[src/rtl/puf_pkg.sv]
// puf_pkg: shared state type, word-index width and pair-difference helper for the PUF response packer.
package puf_pkg;
  localparam int WORD_INDEX_BITS = 16;
  localparam int DIFF_BITS = 64;
  typedef enum logic [2:0] {IDLE, WAIT_EVEN, WAIT_ODD, FLUSH, DRAIN, DONE} packer_state_t;
  function automatic logic [DIFF_BITS-1:0] abs_diff(input logic [DIFF_BITS-1:0] a, input logic [DIFF_BITS-1:0] b);
    return (a > b) ? a - b : b - a;
  endfunction
endpackage

[src/rtl/puf_word_fifo.sv]
// puf_word_fifo: small synchronous FIFO for packed response words; drops pushes when full unless popped the same cycle.
module puf_word_fifo #(
  parameter int WIDTH = 48,
  parameter int DEPTH = 2
) (
  input  logic             clk,
  input  logic             rst,
  input  logic             clear,
  input  logic             push,
  input  logic             pop,
  input  logic [WIDTH-1:0] din,
  output logic [WIDTH-1:0] dout,
  output logic             full,
  output logic             empty
);
  localparam int AW = $clog2(DEPTH);
  logic [WIDTH-1:0] mem [DEPTH];
  logic [AW:0] wr_ptr, rd_ptr;
  logic do_push, do_pop;
  assign empty = wr_ptr == rd_ptr;
  assign full = (wr_ptr[AW] != rd_ptr[AW]) && (wr_ptr[AW-1:0] == rd_ptr[AW-1:0]);
  assign do_pop = pop && !empty;
  assign do_push = push && (!full || do_pop);
  assign dout = mem[rd_ptr[AW-1:0]];
  always_ff @(posedge clk) begin
    if (rst || clear) begin
      wr_ptr <= '0;
      rd_ptr <= '0;
    end else begin
      wr_ptr <= wr_ptr + (AW+1)'(do_push);
      rd_ptr <= rd_ptr + (AW+1)'(do_pop);
    end
  end
  always_ff @(posedge clk) if (do_push) mem[wr_ptr[AW-1:0]] <= din;
endmodule

[src/rtl/puf_response_packer.sv]
// puf_response_packer: compares adjacent PUF loop counts into response/stability bits and streams packed words.
module puf_response_packer
  import puf_pkg::*;
#(
  parameter int NUM_LOOPS = 1280,
  parameter int TOT_CNT_BITS = 32,
  parameter int WORD_BITS = 32,
  parameter int THRESHOLD = 16,
  parameter int FIFO_DEPTH = 2,
  localparam int LN_BITS = $clog2(NUM_LOOPS-1)+1
) (
  input  logic                       clk,
  input  logic                       reset,
  input  logic                       start,
  input  logic                       store_response_puf,
  input  logic [TOT_CNT_BITS-1:0]    loop_response,
  input  logic [LN_BITS-1:0]         loop_number,
  input  logic                       puf_done,
  output logic [WORD_BITS-1:0]       resp_word,
  output logic [WORD_BITS-1:0]       mask_word,
  output logic [WORD_INDEX_BITS-1:0] word_index,
  output logic                       word_valid,
  input  logic                       word_ready,
  output logic                       all_done,
  output logic                       overflow,
  output logic                       seq_error
);
  localparam int PB = (WORD_BITS > 1) ? $clog2(WORD_BITS) : 1;
  localparam int DW = WORD_INDEX_BITS + 2*WORD_BITS;
  localparam int LIMIT = 2*(NUM_LOOPS/2);
  packer_state_t state;
  logic [TOT_CNT_BITS-1:0] held_cnt;
  logic [LN_BITS-1:0] held_idx;
  logic [PB-1:0] bit_pos;
  logic [PB:0] fill;
  logic [WORD_BITS-1:0] resp_acc, mask_acc, resp_n, mask_n, pad;
  logic [WORD_INDEX_BITS-1:0] word_cnt;
  logic [DW-1:0] fifo_out;
  logic cmp_valid, cmp_bit, cmp_unst, done_q, done_rise, in_range, last, push, pop, full, empty, strobe;
  assign done_rise = puf_done && !done_q;
  assign in_range = 32'(loop_number) < 32'(LIMIT);
  assign strobe = store_response_puf && in_range;
  assign last = cmp_valid && bit_pos == PB'(WORD_BITS-1);
  assign push = last || (state == FLUSH && fill != '0);
  assign pop = word_valid && word_ready;
  // The bit from the registered comparator is merged here so a flush can include it in the same cycle.
  always_comb begin
    resp_n = resp_acc;
    mask_n = mask_acc;
    pad = '0;
    if (cmp_valid) begin
      resp_n[bit_pos] = cmp_bit;
      mask_n[bit_pos] = cmp_unst;
    end
    fill = {1'b0, bit_pos} + (PB+1)'(cmp_valid);
    for (int i = 0; i < WORD_BITS; i++) pad[i] = (PB+1)'(i) >= fill;
  end
  always_ff @(posedge clk) begin
    done_q <= reset ? 1'b0 : puf_done;
    if (reset || start) begin
      state <= reset ? IDLE : WAIT_EVEN;
      held_cnt <= '0;
      held_idx <= '0;
      bit_pos <= '0;
      resp_acc <= '0;
      mask_acc <= '0;
      word_cnt <= '0;
      cmp_valid <= 1'b0;
      cmp_bit <= 1'b0;
      cmp_unst <= 1'b0;
      all_done <= 1'b0;
      overflow <= 1'b0;
      seq_error <= 1'b0;
    end else begin
      cmp_valid <= 1'b0;
      if (push) begin
        resp_acc <= '0;
        mask_acc <= '0;
        bit_pos <= '0;
        word_cnt <= word_cnt + 1'b1;
        overflow <= overflow || (full && !pop);
      end else if (cmp_valid) begin
        resp_acc <= resp_n;
        mask_acc <= mask_n;
        bit_pos <= bit_pos + 1'b1;
      end
      case (state)
        WAIT_EVEN:
          if (strobe) begin
            if (!loop_number[0]) begin
              held_cnt <= loop_response;
              held_idx <= loop_number;
              state <= WAIT_ODD;
            end else seq_error <= 1'b1;
          end
        WAIT_ODD:
          if (strobe) begin
            if (!loop_number[0]) begin
              held_cnt <= loop_response;
              held_idx <= loop_number;
              seq_error <= 1'b1;
            end else if (loop_number == held_idx + 1'b1) begin
              cmp_valid <= 1'b1;
              cmp_bit <= held_cnt > loop_response;
              cmp_unst <= abs_diff(DIFF_BITS'(held_cnt), DIFF_BITS'(loop_response)) < DIFF_BITS'(THRESHOLD);
              state <= WAIT_EVEN;
            end else seq_error <= 1'b1;
          end
        FLUSH: state <= DRAIN;
        DRAIN:
          if (empty) begin
            state <= DONE;
            all_done <= 1'b1;
          end
        default: ;
      endcase
      if ((state == WAIT_EVEN || state == WAIT_ODD) && done_rise) state <= FLUSH;
    end
  end
  puf_word_fifo #(.WIDTH(DW), .DEPTH(FIFO_DEPTH)) u_fifo (
    .clk(clk),
    .rst(reset),
    .clear(start),
    .push(push),
    .pop(pop),
    .din({word_cnt, mask_n | pad, resp_n}),
    .dout(fifo_out),
    .full(full),
    .empty(empty)
  );
  assign word_valid = !empty;
  assign {word_index, mask_word, resp_word} = empty ? '0 : fifo_out;
endmodule
[config.mk]
export PLATFORM = sky130hd
export DESIGN_NAME = puf_response_packer
export DESIGN_NICKNAME = d
export VERILOG_FILES = /design/src/rtl/puf_pkg.sv /design/src/rtl/puf_word_fifo.sv /design/src/rtl/puf_response_packer.sv
export SDC_FILE = /design/constraint.sdc
export NUM_CORES = 1
export LEC_CHECK = 0
export BUFFER_PORTS_ARGS = -buffer_cell sky130_fd_sc_hd__buf_2
export CAP_MARGIN = 5
export CORE_ASPECT_RATIO = 1.1
export CORE_MARGIN = 2
export CORE_UTILIZATION = 52
export CTS_BUF_LIST = sky130_fd_sc_hd__clkbuf_4
export DETAILED_ROUTE_END_ITERATION = 12
export PLACE_DENSITY = 0.69
export SLEW_MARGIN = 20
export SYNTH_ARGS = -nofsm -noshare
export SYNTH_HDL_FRONTEND = slang
export SYNTH_SLANG_ARGS = --single-unit
[constraint.sdc]
create_clock -name clk -period 5.6 [get_ports clk]
set_input_delay 1.12 -clock clk [delete_from_list [all_inputs] [get_ports clk]]
set_output_delay 1.12 -clock clk [all_outputs]
set_load 0.01 [all_outputs]
==> results of run 1 <==
-- placed cells by master (no fill, tap or decap), drive strengths merged, types with 40 or more instances in the layout --
master and instances:
clkbuf 115, nand3 46, buf 147, nand2 164, and3 40, xnor2 42
mux2i 119, edfxtp 163, dfxtp 139, a21oi 122, o21ai 70, inv 89
ha 75, nor2 222
-- Yosys cell counts, drive strengths merged (4+ instances only) --
master,instances
or2,5
o31a,4
nor4,10
a41oi,4
nand2b,8
nand2,164
mux2,32
mux2i,119
nor2b,17
o21ai,70
and3,40
edfxtp,163
a21oi,122
and2,8
a21o,15
nand4,31
nor2,222
buf,26
or4,4
or3,6
a31oi,5
inv,88
o211ai,14
nand3,46
o311ai,5
nor3,22
ha,75
o21a,13
o31ai,6
xor2,26
a211oi,8
clkbuf,62
a221oi,6
xnor2,42
dfxtp,139
-- metrics by stage --
stage / util / area, µm²
4_1_cts: 0.5949 / 18200
6_report: 0.5952 / 18210
3_3_place_gp: 0.5618 / 17190
5_1_grt: 0.5951 / 18210
3_5_place_dp: 0.5619 / 17190
2_1_floorplan: - / 16260
-- area by class of cell --
| type | instances | share of cell area |
|---|---|---|
| Timing Repair Buffer | 147 | 0.04232 |
| Tap cell | 414 | 0.02844 |
| Antenna cell | 3 | 0.0004122 |
| Clock buffer | 115 | 0.04740 |
| Inverter | 88 | 0.01814 |
| Clock inverter | 28 | 0.008038 |
| Multi-Input combinational cell | 1191 | 0.4334 |
| Sequential cell | 302 | 0.4218 |
-- metal layers --
layer	vias to the layer above	global-route usage	part of all wire
li1	6253	-	-
met2	364	0.4254	0.49
met5	-	0	0
met4	0	0.09139	0.027
met3	76	0.04116	0.047
met1	6020	0.3004	0.43
-- cells by family (layout without fill, tap and decap cells) --
logic type                 after synthesis  count (layout)  share of synthesized area
DFF                                    302             302                     0.4722
buffers and inverters                  176             378                    0.04509
other                                    0               3                          0
and+or+nand+nor                        590             590                     0.1685
xor gates and xnor gates                68              68                    0.03663
muxes                                  151             151                    0.09542
AOI/OAI and AO/OA                      306             306                     0.1239
adders and majority gates               76              76                    0.05833
-- flip-flops by register name (all words and copies together) (netlist names) --
register,count
done_q,1
bit_pos,5
cmp_valid,1
held_idx,11
u_fifo.wr_ptr,2
mask_acc,32
held_cnt,32
all_done,1
u_fifo.rd_ptr,2
cmp_unst,1
overflow,1
cmp_bit,1
state,3
seq_error,1
u_fifo.mem,160
word_cnt,16
resp_acc,32
-- power by group through the flow --
stage	clock network [mW]	registers, mW	logic, mW
floorplan	0	2.37	0.220
global placement	0	2.37	0.308
detailed placement	0	2.37	0.308
CTS	1.93	2.32	0.309
global route	2.05	2.32	0.344
finish	1.88	2.33	0.314
-- path summary, 6_finish.rpt --
kind,start,to,depth (start not counted)
worst min register to register,held_idx[5],held_idx[5],2
worst max register to register,cmp_valid,u_fifo.mem[1][35],9
worst min-delay path,held_idx[5],held_idx[5],2
worst max-delay path,u_fifo.rd_ptr[0],resp_word[16],5
-- tightest hold or removal path, stage by stage (launching register included) --
cell and delay, ns:
sky130_fd_sc_hd__dfxtp_1 0.32, sky130_fd_sc_hd__nand2_1 0.05, sky130_fd_sc_hd__a21oi_1 0.05
==> tab_implementation.tex, run 1 <==
\begin{tabular}{lr}
\hline
Metric & Value \\
\hline
\multicolumn{2}{l}{\textbf{Power}} \\
\quad Clock network fraction of total power & 0.415 \\
\quad Comb power frac & 0.070 \\
\quad Power per standard cell area & 247.9 mW/mm² \\
\quad Switching share of power & 0.2430 \\
\quad Overall power consumption & 4.515 mW \\
\quad P\_int & 3.418 mW \\
\quad Total net switching power & 1.097 mW \\
\quad Cell leakage power & 6.880 nW \\
\quad Proportion of power drawn by flip-flops and latches & 0.515 \\
\quad IR Drop Worst-Case VDD & 0.1825 mV \\
\multicolumn{2}{l}{\textbf{Synth}} \\
\quad Top-area cell type share of the netlist area & 0.3010 \\
\quad Gate count of the mapped netlist & 1669 \\
\quad FF+latch count, synth & 302 \\
\quad Share of flip-flops with an asynchronous set or reset after synthesis & 0 \\
\quad Post-Syn Nets & 1794 \\
\quad Mapped cell area & 0.01626 mm² \\
\quad Yosys warning total & 0 \\
\quad Flip-flop cell with the highest count after synthesis & sky130\_fd\_sc\_hd\_\_edfxtp\_1 \\
\quad Ranking of synthesized cells by area & sky130\_fd\_sc\_hd\_\_edfxtp\_1 30\%, sky130\_fd\_sc\_hd\_\_dfxtp\_1 17\%, sky130\_fd\_sc\_hd\_\_mux2i\_1 7.3\% \\
\quad Sequential-to-total area share from yosys stat & 0.4722 \\
\quad Cell accounting for the most synthesized area & sky130\_fd\_sc\_hd\_\_edfxtp\_1 \\
\quad Number of library cell types mapped by synthesis & 80 \\
\quad Syn\_area\_per\_cell & 9.742 µm² \\
\quad EDFF count, synth & 163 \\
\multicolumn{2}{l}{\textbf{Layout}} \\
\quad Filler cells & 2620 \\
\quad Combined area of the multi-input logic cells & 0.007894 mm² \\
\quad Register Area & 0.007682 mm² \\
\quad Share of cells above drive strength 1 & 0.1828 \\
\quad Number of nets in the layout & 1932 \\
\quad Post-Layout Cell Count & 2288 \\
\quad Layout Area Growth over Synthesis & 12.01\% \\
\multicolumn{2}{l}{\textbf{Clocking}} \\
\quad TritonCTS clock tree & yes \\
\quad Cts bufs inserted & 77 \\
\quad Clock latency at the later pin of the worst-skew pair & 0.71 ns \\
\quad Buffer type at the clock tree root & sky130\_fd\_sc\_hd\_\_clkbuf\_4 \\
\quad Clock Sink Count & 302 \\
\quad Resized Gates After CTS & 0 \\
\quad H-Tree Depth & 3 \\
\quad Number of setup buffers added after CTS & 0 \\
\quad Total of hold buffers inserted after clock tree synthesis & 0 \\
\quad Longest Clk Path Bufs & 3 \\
\quad Clock-pin slew of the registers on the worst-case setup and hold paths & 0.07 ns \\
\multicolumn{2}{l}{\textbf{GRT}} \\
\quad Maximum number of pins on one net before global-route repair & 73 \\
\quad Vias in the first global route & 12385 \\
\quad First-pass GRT wire length & 64050 µm \\
\quad Antenna violations before repair & 3 \\
\quad Global route total overflow & 0 \\
\quad All-Layer GR Usage & 0.2427 \\
\multicolumn{2}{l}{\textbf{Critical path}} \\
\quad CP endpoint kind & primary output \\
\quad Critical Path Source Type & flip-flop \\
\quad Reg-to-reg slack, setup & 1.83 ns \\
\quad Crit path buffers/inverters & 2 \\
\quad Dominant delay contributor by cell family on the critical path & buffers and inverters \\
\quad Arr. time, crit path & 3.04 ns \\
\quad Crit-path max cell delay & 0.79 ns \\
\quad Critical-path cell list & xor2\_1 > nor2\_4 > buf\_4 > nor2\_1 > buf\_2 \\
\quad Required arrival time at the worst endpoint & 4.48 ns \\
\quad Largest fanout on the critical path & 72 \\
\quad Startpoint-to-endpoint class of the critical path & reg2out \\
\quad Worst path slowest cell & sky130\_fd\_sc\_hd\_\_dfxtp\_4 \\
\multicolumn{2}{l}{\textbf{Detailed routing}} \\
\quad Number of detailed-route iterations in the first pass & 5 \\
\quad Detailed-route DRC error count & 0 \\
\quad ANT nets after route & 0 \\
\quad Wirelength, routed & 40120 µm \\
\quad Total via count after detailed routing & 12713 \\
\quad Violation count after the first detailed-routing iteration & 804 \\
\quad Drt via density & 5.556 \\
\quad WL per Instance & 17.54 µm \\
\multicolumn{2}{l}{\textbf{Placed design}} \\
\quad Number of I/O port buffers & 133 \\
\quad GPL Wtd Cong & 0.9725 \\
\quad Detailed placer's ending HPWL & 28550 µm \\
\quad Placed Cells incl. Taps & 2142 \\
\quad Setup slack at placement & 1.174 ns \\
\multicolumn{2}{l}{\textbf{STA}} \\
\quad Number of endpoints failing setup at the final stage & 0 \\
\quad Worst Clk Skew & 0.04315 ns \\
\quad Hold violation count in the final report & 0 \\
\quad PnR worst setup slack & 1.439 ns \\
\quad Peak clock frequency supported by timing & 0.2404 GHz \\
\quad Slew margin rel. & 0.3525 \\
\quad Measured slew at the worst slew-check pin & 0.9644 ns \\
\quad Post-route minimum period & 4.161 ns \\
\quad RSZ-0062 raised after global routing & no \\
\quad Final period util & 0.7430 \\
\quad Count of final max-slew check failures & 0 \\
\quad Total negative slack for setup checks & 0 ns \\
\quad Minimum hold slack & 0.4665 ns \\
\multicolumn{2}{l}{\textbf{Die}} \\
\quad Effective utilization at floorplan & 0.5314 \\
\quad Placeable Area & 0.03060 mm² \\
\quad Ports & 134 \\
\quad Die span in x & 172.6 µm \\
\quad Chip Height & 189.5 µm \\
\quad Die outline area & 0.03270 mm² \\
\quad \# rows & 67 \\
\multicolumn{2}{l}{\textbf{Run status}} \\
\quad Outcome & completed \\
\multicolumn{2}{l}{\textbf{Flow run}} \\
\quad Max-capacitance violation count & 0 \\
\multicolumn{2}{l}{\textbf{Min path}} \\
\quad Tightest Hold Check Type & reg2reg \\
\hline
\end{tabular}
No activity file was read; power rests on OpenSTA's default activity.
==> run 2, diff against run 1 <==
PLACE_DENSITY = 0.72   (was 0.69)
clock period = 3.5 ns   (was 5.6 ns; I/O delays follow)
==> run 2 against run 1 <==
Compared with the run above:
- design area increased by 6.4%
- wire length increased by 7.1%
- combinational power increased by 91%
- total power increased by 70%
- via count increased by 4.9%
- sequential share of layout area decreased by 2.6 points
- die area unchanged
- clock-buffer cell count increased by 14
- clock power increased by 78%
- final cell count increased by 6.0%
==> tab_implementation.tex, run 2 (same netlist as run 1, synthesis figures left out) <==
\begin{tabular}{lr}
\hline
Metric & Value \\
\hline
\multicolumn{2}{l}{\textbf{Run status}} \\
\quad Outcome & completed \\
\multicolumn{2}{l}{\textbf{Clocking}} \\
\quad Number of setup buffers added after CTS & 0 (unchanged) \\
\quad Buffer type at the clock tree root & sky130\_fd\_sc\_hd\_\_clkbuf\_4 \\
\quad Clock Sink Count & 302 (unchanged) \\
\quad TritonCTS clock tree & yes \\
\quad Resized Gates After CTS & 0 (unchanged) \\
\quad Longest Clk Path Bufs & 3 (unchanged) \\
\quad Clock latency at the later pin of the worst-skew pair & 0.72 ns (about the same) \\
\quad Clock-pin slew of the registers on the worst-case setup and hold paths & 0.07 ns (about the same) \\
\quad Cts bufs inserted & 78 (+1.3\%) \\
\quad Total of hold buffers inserted after clock tree synthesis & 0 (unchanged) \\
\quad H-Tree Depth & 3 (unchanged) \\
\multicolumn{2}{l}{\textbf{Critical path}} \\
\quad Startpoint-to-endpoint class of the critical path & reg2reg \\
\quad Critical Path Source Type & flip-flop \\
\quad CP endpoint kind & flip-flop \\
\quad Required arrival time at the worst endpoint & 4.15 ns (-0.33 ns) \\
\quad Arr. time, crit path & 4.02 ns (+0.98 ns) \\
\quad Largest fanout on the critical path & 4 (-94\%) \\
\multicolumn{2}{l}{\textbf{Layout}} \\
\quad Filler cells & 2664 (+1.7\%) \\
\quad Most used cells in the layout excluding fill and tap cells & 220 x sky130\_fd\_sc\_hd\_\_nor2\_1, 163 x sky130\_fd\_sc\_hd\_\_edfxtp\_1, 162 x sky130\_fd\_sc\_hd\_\_nand2\_1 \\
\quad Commonest non-fill, non-tap cell in the layout & sky130\_fd\_sc\_hd\_\_nor2\_1 \\
\quad Post-Route Utilization & 0.6336 (+0.03836) \\
\quad Number of nets in the layout & 2072 (+7.2\%) \\
\quad Share of cells above drive strength 1 & 0.2459 (+0.06310) \\
\quad Largest register FFs & 160 (unchanged) \\
\quad Layout Area Growth over Synthesis & 19.23\% \\
\quad Design area & 0.01939 mm² (+6.4\%) \\
\multicolumn{2}{l}{\textbf{Detailed routing}} \\
\quad WL per Instance & 17.73 µm (+1.1\%) \\
\quad Number of detailed-route iterations in the first pass & 5 (unchanged) \\
\quad Wirelength, routed & 42990 µm (+7.1\%) \\
\quad Violation count after the first detailed-routing iteration & 880 (+9.5\%) \\
\quad Detailed-route DRC error count & 0 (unchanged) \\
\quad Drt via density & 5.497 (-1.1\%) \\
\quad Total via count after detailed routing & 13330 (+4.9\%) \\
\quad ANT nets after route & 0 (unchanged) \\
\multicolumn{2}{l}{\textbf{Placed design}} \\
\quad Number of I/O port buffers & 133 (unchanged) \\
\quad Placed cell areas & 0.01827 mm² (+6.3\%) \\
\quad Detailed placer's ending HPWL & 31770 µm (+11\%) \\
\quad GPL Wtd Cong & 0.9452 (-2.8\%) \\
\multicolumn{2}{l}{\textbf{GRT}} \\
\quad All-Layer GR Usage & 0.2591 (+0.01641) \\
\quad Maximum number of pins on one net before global-route repair & 70 (-4.1\%) \\
\quad Antenna violations before repair & 1 (-2) \\
\quad Vias in the first global route & 13092 (+5.7\%) \\
\quad First-pass GRT wire length & 67600 µm (+5.5\%) \\
\quad Global route total overflow & 0 (unchanged) \\
\multicolumn{2}{l}{\textbf{STA}} \\
\quad Measured slew at the worst slew-check pin & 0.9902 ns (+0.02584 ns) \\
\quad Count of final max-slew check failures & 0 (unchanged) \\
\quad RSZ-0062 raised after global routing & no \\
\quad Slew margin rel. & 0.3390 (-0.01351) \\
\quad Final period util & 0.9644 \\
\quad Number of endpoints failing setup at the final stage & 0 (unchanged) \\
\quad Hold violation count in the final report & 0 (unchanged) \\
\quad Peak clock frequency supported by timing & 0.2963 GHz \\
\quad Post-route minimum period & 3.375 ns \\
\quad Worst Clk Skew & 0.03312 ns (-0.01003 ns) \\
\multicolumn{2}{l}{\textbf{Die}} \\
\quad Placeable Area & 0.03060 mm² (unchanged) \\
\quad Ports & 134 (unchanged) \\
\quad Die span in x & 172.6 µm (unchanged) \\
\quad Die outline area & 0.03270 mm² (unchanged) \\
\quad \# rows & 67 (unchanged) \\
\quad Chip Height & 189.5 µm (unchanged) \\
\quad Effective utilization at floorplan & 0.5314 (unchanged) \\
\multicolumn{2}{l}{\textbf{Power}} \\
\quad IR Drop Worst-Case VDD & 0.1962 mV (+7.5\%) \\
\quad Cell leakage power & 7.621 nW (+11\%) \\
\quad Power per standard cell area & 395.5 mW/mm² (+60\%) \\
\multicolumn{2}{l}{\textbf{Min path}} \\
\quad Tightest Hold Check Type & in2reg \\
\multicolumn{2}{l}{\textbf{Flow run}} \\
\quad Max-capacitance violation count & 0 (unchanged) \\
\hline
\end{tabular}
run 2: cell count changes in the layout (fill, tap and decap cells not counted), moves of 2 or more:
cell,change
sky130_fd_sc_hd__buf_4,+136
sky130_fd_sc_hd__clkinv_1,-16
sky130_fd_sc_hd__clkbuf_4,+14
sky130_fd_sc_hd__buf_12,+3
sky130_fd_sc_hd__bufinv_16,+2
sky130_fd_sc_hd__clkinv_4,-2
sky130_fd_sc_hd__inv_6,+2
run 2: path summary, 6_finish.rpt:
check | cells past startpoint | startpoint | slack (ns) | end
setup / recovery | 11 | held_cnt[1] | 0.12 | cmp_unst
hold / removal | 3 | loop_response[5] | 0.23 | held_cnt[5]
setup reg to reg | 11 | held_cnt[1] | 0.12 | cmp_unst
hold reg to reg | 2 | held_idx[10] | 0.47 | held_idx[10]
run 2: critical path, stage by stage (launching register included):
cell and delay (ns):
sky130_fd_sc_hd__dfxtp_1 0.34, sky130_fd_sc_hd__ha_1 0.35, sky130_fd_sc_hd__nor2b_1 0.18, sky130_fd_sc_hd__o21ai_1 0.46
sky130_fd_sc_hd__nand2_1 0.24, sky130_fd_sc_hd__a31oi_1 0.27, sky130_fd_sc_hd__xnor2_1 0.10, sky130_fd_sc_hd__a211oi_1 0.40
sky130_fd_sc_hd__nand4_1 0.22, sky130_fd_sc_hd__nor4_1 0.44, sky130_fd_sc_hd__o2111ai_1 0.20, sky130_fd_sc_hd__nand2_1 0.09
run 2: routing by layer:
metal | part of all wire | wire [µm] | up-vias | GRT usage
met2 | 0.50 | 21360 | 398 | 0.4561
met5 | 0 | 0 | - | 0
met1 | 0.41 | 17720 | 6318 | 0.3051
li1 | - | - | 6516 | -
met3 | 0.054 | 2340 | 98 | 0.05080
met4 | 0.036 | 1566 | 0 | 0.1216
run 2: final cells by class:
type | count | area (µm²) | area share
Clock buffer | 129 | 968.4 | 0.04995
Clock inverter | 13 | 141.4 | 0.007293
Multi-Input combinational cell | 1191 | 7890 | 0.4070
Sequential cell | 302 | 7681 | 0.3962
Inverter | 88 | 330.3 | 0.01704
Tap cell | 414 | 518.0 | 0.02672
Antenna cell | 2 | 5.005 | 0.0002582
Timing Repair Buffer | 286 | 1852 | 0.09552
run 2: power by group:
part	total, mW	switching, mW	internal, mW
clock network	3.35	1.46	1.88
registers	3.72	0.0143	3.71
logic	0.600	0.347	0.253
total	7.67	1.82	5.84
run 2: stage by stage:
step	setup TNS, ns	power, mW	setup slack (ns)	std cells	hold slack, ns
finish	0	7.667	0.1245	2425	0.2295
global placement	-0.3256	4.386	-0.3256	2281	0.4545
detailed placement	-0.3106	4.389	-0.3106	2281	0.4603
floorplan	0	4.142	0.1480	1669	0.4345
CTS	0	7.756	0.1748	2423	0.1683
global route	0	8.008	0.04606	2425	0.1919
==> run 3, diff against run 2 <==
BUFFER_PORTS_ARGS = -buffer_cell sky130_fd_sc_hd__clkbuf_2   (was -buffer_cell sky130_fd_sc_hd__buf_2)
==> run 3 against run 2 <==
Compared with the run above:
- final cell count rose by 0.95%
- largest power group unchanged
- total power is 0.83% higher
- worst hold slack worse by 0.039 ns
- setup slack improved by 0.091 ns
==> tab_implementation.tex, run 3 (same netlist as run 1, synthesis figures left out) <==
\begin{tabular}{lr}
\hline
Metric & Value \\
\hline
\multicolumn{2}{l}{\textbf{Run status}} \\
\quad Outcome & completed \\
\multicolumn{2}{l}{\textbf{Placed design}} \\
\quad Number of I/O port buffers & 133 (unchanged) \\
\quad GPL Wtd Cong & 0.9786 (+3.5\%) \\
\quad Detailed placer's ending HPWL & 32400 µm (+2.0\%) \\
\multicolumn{2}{l}{\textbf{STA}} \\
\quad Worst Clk Skew & 0.06128 ns (+0.02815 ns) \\
\quad Post-route minimum period & 3.284 ns (-0.09101 ns) \\
\quad Count of final max-slew check failures & 0 (unchanged) \\
\quad Hold violation count in the final report & 0 (unchanged) \\
\quad Minimum hold slack & 0.1905 ns (-0.03905 ns) \\
\quad Number of endpoints failing setup at the final stage & 0 (unchanged) \\
\quad Slew margin rel. & 0.4695 (+0.1306) \\
\quad Total negative slack for setup checks & 0 ns (unchanged) \\
\quad Peak clock frequency supported by timing & 0.3045 GHz (+2.8\%) \\
\quad Measured slew at the worst slew-check pin & 0.7957 ns (-0.1945 ns) \\
\quad Final period util & 0.9384 (-0.02600) \\
\quad RSZ-0062 raised after global routing & no \\
\multicolumn{2}{l}{\textbf{Clocking}} \\
\quad Clock Sink Count & 302 (unchanged) \\
\quad TritonCTS clock tree & yes \\
\quad H-Tree Depth & 3 (unchanged) \\
\quad Cts bufs inserted & 79 (+1.3\%) \\
\quad Longest Clk Path Bufs & 3 (unchanged) \\
\quad Clock-pin slew of the registers on the worst-case setup and hold paths & 0.07 ns (about the same) \\
\quad Buffer type at the clock tree root & sky130\_fd\_sc\_hd\_\_clkbuf\_4 \\
\quad Clock latency at the later pin of the worst-skew pair & 0.77 ns (+0.05 ns) \\
\multicolumn{2}{l}{\textbf{Detailed routing}} \\
\quad Drt via density & 5.487 (-0.19\%) \\
\quad Wirelength, routed & 43780 µm (+1.9\%) \\
\quad WL per Instance & 17.89 µm (+0.90\%) \\
\quad Total via count after detailed routing & 13431 (+0.76\%) \\
\quad Violation count after the first detailed-routing iteration & 957 (+8.8\%) \\
\quad Detailed-route DRC error count & 0 (unchanged) \\
\quad ANT nets after route & 0 (unchanged) \\
\quad Number of detailed-route iterations in the first pass & 5 (unchanged) \\
\multicolumn{2}{l}{\textbf{GRT}} \\
\quad Met1 global-route usage & 0.3211 (+0.01603) \\
\quad Global route total overflow & 0 (unchanged) \\
\quad Vias in the first global route & 13440 (+2.7\%) \\
\quad Maximum number of pins on one net before global-route repair & 81 (+16\%) \\
\quad All-Layer GR Usage & 0.2685 (+0.009347) \\
\quad Met3 usage & 0.04357 (-0.007229) \\
\quad Antenna violations before repair & 2 (+1) \\
\quad Global-route met2 utilization & 0.4737 (+0.01761) \\
\quad Global route hottest layer & met2 \\
\quad First-pass GRT wire length & 69630 µm (+3.0\%) \\
\multicolumn{2}{l}{\textbf{Die}} \\
\quad Die outline area & 0.03270 mm² (unchanged) \\
\quad Chip Height & 189.5 µm (unchanged) \\
\quad Effective utilization at floorplan & 0.5314 (unchanged) \\
\quad Placeable Area & 0.03060 mm² (unchanged) \\
\quad \# rows & 67 (unchanged) \\
\quad Die span in x & 172.6 µm (unchanged) \\
\quad Ports & 134 (unchanged) \\
\multicolumn{2}{l}{\textbf{Layout}} \\
\quad Most used cells in the layout excluding fill and tap cells & 220 x sky130\_fd\_sc\_hd\_\_nor2\_1, 169 x sky130\_fd\_sc\_hd\_\_buf\_4, 163 x sky130\_fd\_sc\_hd\_\_edfxtp\_1 \\
\quad Commonest non-fill, non-tap cell in the layout & sky130\_fd\_sc\_hd\_\_nor2\_1 \\
\quad Number of nets in the layout & 2091 (+0.92\%) \\
\quad Share of cells above drive strength 1 & 0.2518 (+0.005951) \\
\quad Layout Area Growth over Synthesis & 20.21\% \\
\quad Largest register FFs & 160 (unchanged) \\
\multicolumn{2}{l}{\textbf{Flow run}} \\
\quad Max-capacitance violation count & 0 (unchanged) \\
\multicolumn{2}{l}{\textbf{Critical path}} \\
\quad Crit path top cell by count & sky130\_fd\_sc\_hd\_\_buf\_4 \\
\quad Dominant delay contributor by cell family on the critical path & compound AO/OA/AOI/OAI gates \\
\quad Required arrival time at the worst endpoint & 4.19 ns (+0.04 ns) \\
\quad Critical-path cell list & ha\_1 > buf\_4 > a21oi\_1 > o21a\_1 > o21ai\_2 > a222oi\_1 > buf\_4 > a21oi\_2 > mux2i\_1 > or4\_1 > nor4\_2 > o2111ai\_1 > nand2\_1 \\
\quad CP endpoint kind & flip-flop \\
\quad Critical Path Source Type & flip-flop \\
\quad Crit path buffers/inverters & 2 (+2) \\
\quad Startpoint-to-endpoint class of the critical path & reg2reg \\
\quad Largest fanout on the critical path & 6 (+2) \\
\quad Worst path slowest cell & sky130\_fd\_sc\_hd\_\_or4\_1 \\
\quad Arr. time, crit path & 3.97 ns (-0.05 ns) \\
\quad Crit-path max cell delay & 0.55 ns (+0.09 ns) \\
\multicolumn{2}{l}{\textbf{Min path}} \\
\quad Tightest Hold Check Type & in2reg \\
\multicolumn{2}{l}{\textbf{Power}} \\
\quad IR Drop Worst-Case VDD & 0.3163 mV (+61\%) \\
\quad Power per standard cell area & 395.5 mW/mm² (about the same) \\
\quad Cell leakage power & 7.635 nW (+0.18\%) \\
\hline
\end{tabular}
## run 3: cell count changes in the layout (fill, tap and decap cells not counted), moves of 2 or more
| cell | previous run | this run |
|---|---|---|
| sky130_fd_sc_hd__buf_2 | 133 | 0 |
| sky130_fd_sc_hd__buf_4 | 150 | 169 |
| sky130_fd_sc_hd__clkbuf_2 | 0 | 133 |
| sky130_fd_sc_hd__clkbuf_4 | 129 | 122 |
| sky130_fd_sc_hd__clkinv_1 | 6 | 15 |
| sky130_fd_sc_hd__clkinv_2 | 0 | 3 |
| sky130_fd_sc_hd__nor4_1 | 7 | 5 |
| sky130_fd_sc_hd__nor4_2 | 2 | 4 |
## run 3: worst paths after layout
kind | from | to | slack, ns | cells after the start
setup / recovery | held_cnt[5] | cmp_unst | 0.22 | 13
hold / removal | loop_response[20] | held_cnt[20] | 0.19 | 3
setup reg to reg | held_cnt[5] | cmp_unst | 0.22 | 13
hold reg to reg | held_idx[8] | held_idx[8] | 0.47 | 2
## run 3: per-stage QoR
stage                       util  area [µm²]  instances  setup slack, ns  power (mW)
after floorplan                -       16260       1669           0.1480       4.142
after global placement    0.6011       18390       2299          -0.5006       4.409
after detailed placement  0.6011       18390       2299          -0.3948       4.408
after CTS                 0.6382       19530       2447          0.03651       7.805
after global routing      0.6388       19550       2448         0.001442       8.059
final                     0.6388       19550       2448           0.2155       7.730
## run 3: worst reg2reg max path, stage by stage (launching register included)
cell and delay, ns:
sky130_fd_sc_hd__dfxtp_1 0.32, sky130_fd_sc_hd__ha_1 0.40, sky130_fd_sc_hd__buf_4 0.19, sky130_fd_sc_hd__a21oi_1 0.19
sky130_fd_sc_hd__o21a_1 0.17, sky130_fd_sc_hd__o21ai_2 0.07, sky130_fd_sc_hd__a222oi_1 0.44, sky130_fd_sc_hd__buf_4 0.21
sky130_fd_sc_hd__a21oi_2 0.08, sky130_fd_sc_hd__mux2i_1 0.18, sky130_fd_sc_hd__or4_1 0.55, sky130_fd_sc_hd__nor4_2 0.19
sky130_fd_sc_hd__o2111ai_1 0.14, sky130_fd_sc_hd__nand2_1 0.08
## run 3: area by class of cell
cell class	count	area, µm²
fill	2555	11050
multi-input combinational	1191	7903
sequential	302	7682
timing repair buffer	304	1974
clock buffer	122	915.9
tap	414	518.0
inverter	88	330.3
clock inverter	26	219.0
antenna	1	2.502
## run 3: where the power goes
group	leakage, nW	switching [mW]	internal, mW
logic	4.45	0.357	0.265
registers	2.52	0.0141	3.71
clock network	0.662	1.49	1.90
## run 3: timing repair
| action | 4_1_cts | 5_1_grt |
|---|---|---|
| resized for setup | 0 | 3 |
| buffers inserted | 0 | 0 |
| endpoints found under the setup margin | 0 | 1 |
| hold buffers | 0 | 0 |
## run 3: per-layer routing
metal  up-vias  wire [µm]
met3       103       1990
met2       386      21840
met1      6372      18270
met4         0       1683
li1       6570          -
met5         -          0
